==> src/rtl/text_rect_sequencer.sv <==
// Turns a captured four-slot word of 'i'/'u'/'g' codes into a stream of stroke rectangles.
// Optional abort input is enabled by defining TEXT_RECT_SEQUENCER_ABORT_EN.
module text_rect_sequencer #(
  parameter int unsigned PITCH  = 128,
  parameter int unsigned STROKE = 32
) (
  input  logic        clock,
  input  logic        resetn,
`ifdef TEXT_RECT_SEQUENCER_ABORT_EN
  input  logic        abort,
`endif
  input  logic        start,
  input  logic [31:0] base_x,
  input  logic [31:0] base_y,
  input  logic [7:0]  letters,
  input  logic        rect_ready,
  output logic        rect_valid,
  output logic [31:0] rect_x1,
  output logic [31:0] rect_y1,
  output logic [31:0] rect_x2,
  output logic [31:0] rect_y2,
  output logic        busy,
  output logic        done
);

  typedef enum logic [1:0] {StIdle, StEmit, StFinish} state_e;

  localparam logic [1:0]  CodeEnd = 2'd0;
  localparam logic [1:0]  CodeU   = 2'd2;
  localparam logic [1:0]  CodeG   = 2'd3;
  localparam logic [31:0] PitchW  = 32'(PITCH);
  localparam logic [31:0] S1      = 32'(STROKE);
  localparam logic [31:0] S2      = 32'(2 * STROKE);
  localparam logic [31:0] S3      = 32'(3 * STROKE);

  state_e      state_q, state_d;
  logic [31:0] base_x_q, base_x_d;
  logic [31:0] base_y_q, base_y_d;
  logic [7:0]  letters_q, letters_d;
  logic [1:0]  slot_q, slot_d;
  logic [1:0]  stroke_q, stroke_d;

  logic        abort_req;
  logic [1:0]  slot_nxt;
  logic [1:0]  cur_code;
  logic [1:0]  nxt_code;
  logic        last_stroke;
  logic [31:0] ox;
  logic [31:0] dx1, dy1, dx2, dy2;

`ifdef TEXT_RECT_SEQUENCER_ABORT_EN
  assign abort_req = abort;
`else
  assign abort_req = 1'b0;
`endif

  assign slot_nxt    = slot_q + 2'd1;
  assign cur_code    = letters_q[{slot_q, 1'b0} +: 2];
  assign nxt_code    = letters_q[{slot_nxt, 1'b0} +: 2];
  assign last_stroke = (cur_code == CodeU) ? (stroke_q == 2'd2) : 1'b1;

  always_comb begin
    state_d   = state_q;
    base_x_d  = base_x_q;
    base_y_d  = base_y_q;
    letters_d = letters_q;
    slot_d    = slot_q;
    stroke_d  = stroke_q;
    unique case (state_q)
      StIdle: begin
        if (start) begin
          base_x_d  = base_x;
          base_y_d  = base_y;
          letters_d = letters;
          slot_d    = 2'd0;
          stroke_d  = 2'd0;
          state_d   = (letters[1:0] == CodeEnd) ? StFinish : StEmit;
        end
      end
      StEmit: begin
        if (rect_ready) begin
          if (!last_stroke) begin
            stroke_d = stroke_q + 2'd1;
          end else if (slot_q == 2'd3 || nxt_code == CodeEnd) begin
            state_d = StFinish;
          end else begin
            slot_d   = slot_nxt;
            stroke_d = 2'd0;
          end
        end
        // Abort wins over advancing; a coinciding transfer has still happened.
        if (abort_req) begin
          state_d = StFinish;
        end
      end
      StFinish: state_d = StIdle;
      default:  state_d = StIdle;
    endcase
  end

  // Stroke offsets relative to the slot origin.
  always_comb begin
    dx1 = 32'd0;
    dy1 = 32'd0;
    dx2 = S1;
    dy2 = S3;
    if (cur_code == CodeG) begin
      dy2 = S1;
    end else if (cur_code == CodeU) begin
      if (stroke_q == 2'd1) begin
        dx1 = S1;
        dy1 = S2;
        dx2 = S2;
      end else if (stroke_q == 2'd2) begin
        dx1 = S2;
        dx2 = S3;
      end
    end
  end

  assign ox = base_x_q + 32'(slot_q) * PitchW;

  always_comb begin
    rect_valid = (state_q == StEmit);
    busy       = (state_q != StIdle);
    done       = (state_q == StFinish);
    rect_x1    = 32'd0;
    rect_y1    = 32'd0;
    rect_x2    = 32'd0;
    rect_y2    = 32'd0;
    if (state_q == StEmit) begin
      rect_x1 = ox + dx1;
      rect_y1 = base_y_q + dy1;
      rect_x2 = ox + dx2;
      rect_y2 = base_y_q + dy2;
    end
  end

  always_ff @(posedge clock or negedge resetn) begin
    if (!resetn) begin
      state_q   <= StIdle;
      base_x_q  <= 32'd0;
      base_y_q  <= 32'd0;
      letters_q <= 8'd0;
      slot_q    <= 2'd0;
      stroke_q  <= 2'd0;
    end else begin
      state_q   <= state_d;
      base_x_q  <= base_x_d;
      base_y_q  <= base_y_d;
      letters_q <= letters_d;
      slot_q    <= slot_d;
      stroke_q  <= stroke_d;
    end
  end

endmodule

==> config.mk <==
export PLATFORM = sky130hd
export DESIGN_NAME = text_rect_sequencer
export DESIGN_NICKNAME = d
export VERILOG_FILES = /design/src/rtl/text_rect_sequencer.sv
export SDC_FILE = /design/constraint.sdc
export NUM_CORES = 1
export LEC_CHECK = 0
export ABC_AREA = 1
export BUFFER_PORTS_ARGS = -buffer_cell sky130_fd_sc_hd__clkbuf_2
export CORE_MARGIN = 2
export CORE_UTILIZATION = 32
export CTS_CLUSTER_DIAMETER = 150
export DETAILED_ROUTE_END_ITERATION = 10
export PLACE_DENSITY = 0.66
export SLEW_MARGIN = 5
export SYNTH_ARGS = -nofsm -noshare
export SYNTH_HDL_FRONTEND = slang
export SYNTH_SLANG_ARGS = --single-unit
==> constraint.sdc <==
create_clock -name clock -period 9.36 [get_ports clock]
set_clock_uncertainty 0.15 [all_clocks]
set_input_delay 0.468 -clock clock [delete_from_list [all_inputs] [get_ports clock]]
set_output_delay 0.468 -clock clock [all_outputs]
set_load 0.01 [all_outputs]
==> summary.txt <==
Outcome
  – Status: finished, final reports clean

Worst setup path
  – Worst path bufs/invs: 3
  – CP arrival: 3.85 ns
  – Worst setup SP type: register
  – RR Startpoint: state_q[1]
  – Required time of the critical path: 8.74 ns
  – Crit path largest cell delay: 0.49 ns
  – Max FO, Critical Path: 11
  – Crit-path cells: inv_1 > o21ai_0 > o22ai_1 > nand3_1 > inv_1 > ha_1 > ha_1 > nand3_1 > nor2_1 > nand2_1 > nor4_1 > nand2_1 > nor2_1 > a21oi_1 > nor3_1 > clkbuf_2
  – RR Endpoint: slot_q[0]
  – Slowest stage cell, crit path: dfrtp_1
  – Reg2reg setup slack: 6.43 ns
  – Depth of the most critical reg-to-reg path: 7
  – Crit end category: primary output
  – WS Path Type: reg -> out
  – Crit-path leading delay family: simple AND/OR/NAND/NOR gates

GRT
  – Vias in the first global route: 7035
  – Total grt overflow: 0
  – Initial antenna violation count: 0
  – Global-route wire length before repair: 36.76 mm
  – Largest net degree at the start of global routing: 76
  – GRT Total Usage: 20.48%

Hold path
  – Hold Crit Class: in -> reg
  – Hold Path End: base_y_q[31]
  – Worst Hold Launch: base_y[31]
  – Hold Crit Depth: 2

Routing
  – Vias: 7686
  – # DRC: 0
  – Post-route ant nets: 0
  – DRT iter0 DRCs: 547
  – Drt wl/cell: 15.14 um
  – Drt total wl: 23.52 mm
  – Vias per Instance: 4.949
  – DRT Pass-1 Iters: 5

Die
  – Die width: 151.6 um
  – Die area: 22980 um2
  – Num rows: 53
  – Core Region: 21220 um2
  – Initial Util: 32.84%
  – Die H: 151.6 um
  – Boundary Pins: 207

STA
  – Setup violators final: 0
  – Least-Margin Pin Slew: 0.9502 ns
  – Max Freq: 223.9 MHz
  – Fin crit share: 47.72%
  – Min cycle time layout: 4.466 ns
  – Max-Slew Margin vs Limit: 36.56%
  – RSZ-0062 raised after global routing: false
  – Fin. max-slew vios: 0
  – TNS Setup: 0 ns
  – Fin. Hold Viols: 0

Placed design
  – Routability cong.: 0.9018
  – HPWL Detailed: 18.60 mm
  – I/O Buffers: 206
  – # placed instances: 1536

Clock tree
  – Clk Latency, worst-skew pair: 0.34 ns
  – Number of buffers created by CTS: 9
  – Clock root buffer: clkbuf_16
  – Htree depth: 3
  – Clock Sinks: 78
  – Post-CTS sizing: 0
  – Reg clk slew, reported paths: 0.07 ns
  – Clock tree buffer depth: 2
  – CTS tree: yes

Layout
  – Area grow syn2layout: 21.97%
  – Share of post-route cells with drive strength above 1: 24.33%
  – Core Util, Final: 40.06%
  – Non-filler cells, final: 1553
  – Nets: 1366
  – Inserted Diodes: 0

Job
  – Max_cap viols: 0

Synthesis
  – Syn_area_per_cell: 6.388 um2
  – Sequential fraction of the synthesis area: 28.01%
  – Synth top cells by count: nor2_1 (210), nand2_1 (195), inv_1 (134), a21oi_1 (123), dfrtp_1 (78)
  – Post-Syn Instances: 1091
  – Synth unique cells: 45
  – Syn nets: 1184
  – Yosys reg bits: 78
  – Async SR Flop Fraction: 100.0%
  – Main synth FF type: dfrtp_1
  – Yosys top cell area share: 28.01%
  – Most frequent cell after synthesis: nor2_1
  – Area contributors post-synth: dfrtp_1 (28%), nor2_1 (11%), nand2_1 (11%)
  – YS warnings: 0
  – EDFF count, synth: 0
  – Synth area leader: dfrtp_1
  – Netlist Area Pre-Place: 6969 um2

Pwr
  – P_leak: 4.415 nW
  – Total power: 0.003169 W
  – Peak supply drop: 0.0003158 V
  – Pwr Density: 372.8 nW/um2
==> kinds of logic (layout without fill, tap and decap cells) <==
logic type,count (synthesis),in the layout,share of synthesized area (%)
buf+inv,183,370,10.63
mux,16,16,2.585
xor+xnor,10,10,1.634
flops,78,78,28.01
compound gates,208,208,15.67
simple gates,579,579,37.99
fa+ha+maj,17,17,3.483
==> registers in the layout (all words and copies together) (netlist names) <==
name and count:
base_x_q 32, state_q 2, base_y_q 32, stroke_q 2, slot_q 2, letters_q 8
==> repair_timing <==
| item | CTS | global route |
|---|---|---|
| endpoints found under the hold margin | 13 | 0 |
| buffers inserted | 0 | 0 |
| hold buffers | 1 | 0 |
==> per-stage QoR <==
step / area, um2 / hold slack, ns / setup slack, ns
after floorplan: 6969 / 0.02241 / 5.906
after global placement: 8185 / 0.1979 / 5.412
after detailed placement: 8185 / 0.2011 / 5.310
after CTS: 8501 / 0.1852 / 4.913
after global routing: 8501 / 0.1911 / 4.493
final: 8501 / 0.1999 / 4.894
==> layout by cell type (no fill, tap or decap), drive strengths merged, types with 2 or more instances in the layout <==
cell / count
a21oi: 124
dfrtp: 78
nor4: 5
nand3: 48
nor3: 45
o21ai: 67
o21bai: 2
and3: 2
clkbuf: 214
o21a: 6
nand2: 223
inv: 143
xor2: 7
fa: 4
clkinvlp: 2
o22ai: 3
clkinv: 5
nor2: 233
xnor2: 3
nand4: 20
mux2: 16
buf: 4
a31oi: 4
ha: 13
==> power breakdown <==
group,leakage [nW],internal (W),total (W),switching [W]
Sequential,0.872,0.000494,0.000671,0.000177
Clock,0.143,0.000210,0.000372,0.000162
Combinational,3.40,0.000704,0.00213,0.00142
==> layout make-up <==
class                      count  area [um2]
fill                        2332       12720
multi-input combinational    830        4292
sequential                    78        1952
timing repair buffer         210        1066
inverter                     144       541.8
tap                          275       344.1
clock buffer                   9       225.2
clock inverter                 7       80.08
==> worst register-to-register path: stages, from the launching register on <==
cell	delay, ns
dfrtp_1	0.44
nor2_4	0.11
buf_4	0.56
inv_2	0.62
nor3_1	0.56
nor2_1	0.16
nand3_1	0.09
o21ai_0	0.11
==> per-layer routing <==
layer / track usage [%] / wire (um) / up-vias
li1: - / - / 3885
met1: 29.12 / 10920 / 3484
met2: 32.15 / 10470 / 288
met3: 3.683 / 1714 / 29
met4: 5.185 / 412 / 0
met5: 0 / 0 / -
==> worst max path at each step <==
stage	to	start	depth (start not counted)	slack [ns]
6_report	rect_y1[30]	slot_q[0]	16	4.89
5_1_grt	rect_y1[30]	slot_q[0]	16	4.49
4_1_cts	rect_y1[30]	slot_q[0]	16	4.91
3_5_place_dp	rect_y1[30]	slot_q[0]	16	5.31
3_3_place_gp	rect_y1[30]	slot_q[0]	16	5.41
2_1_floorplan	rect_y1[30]	slot_q[0]	16	5.91
Power figures use the tool's default switching activity.
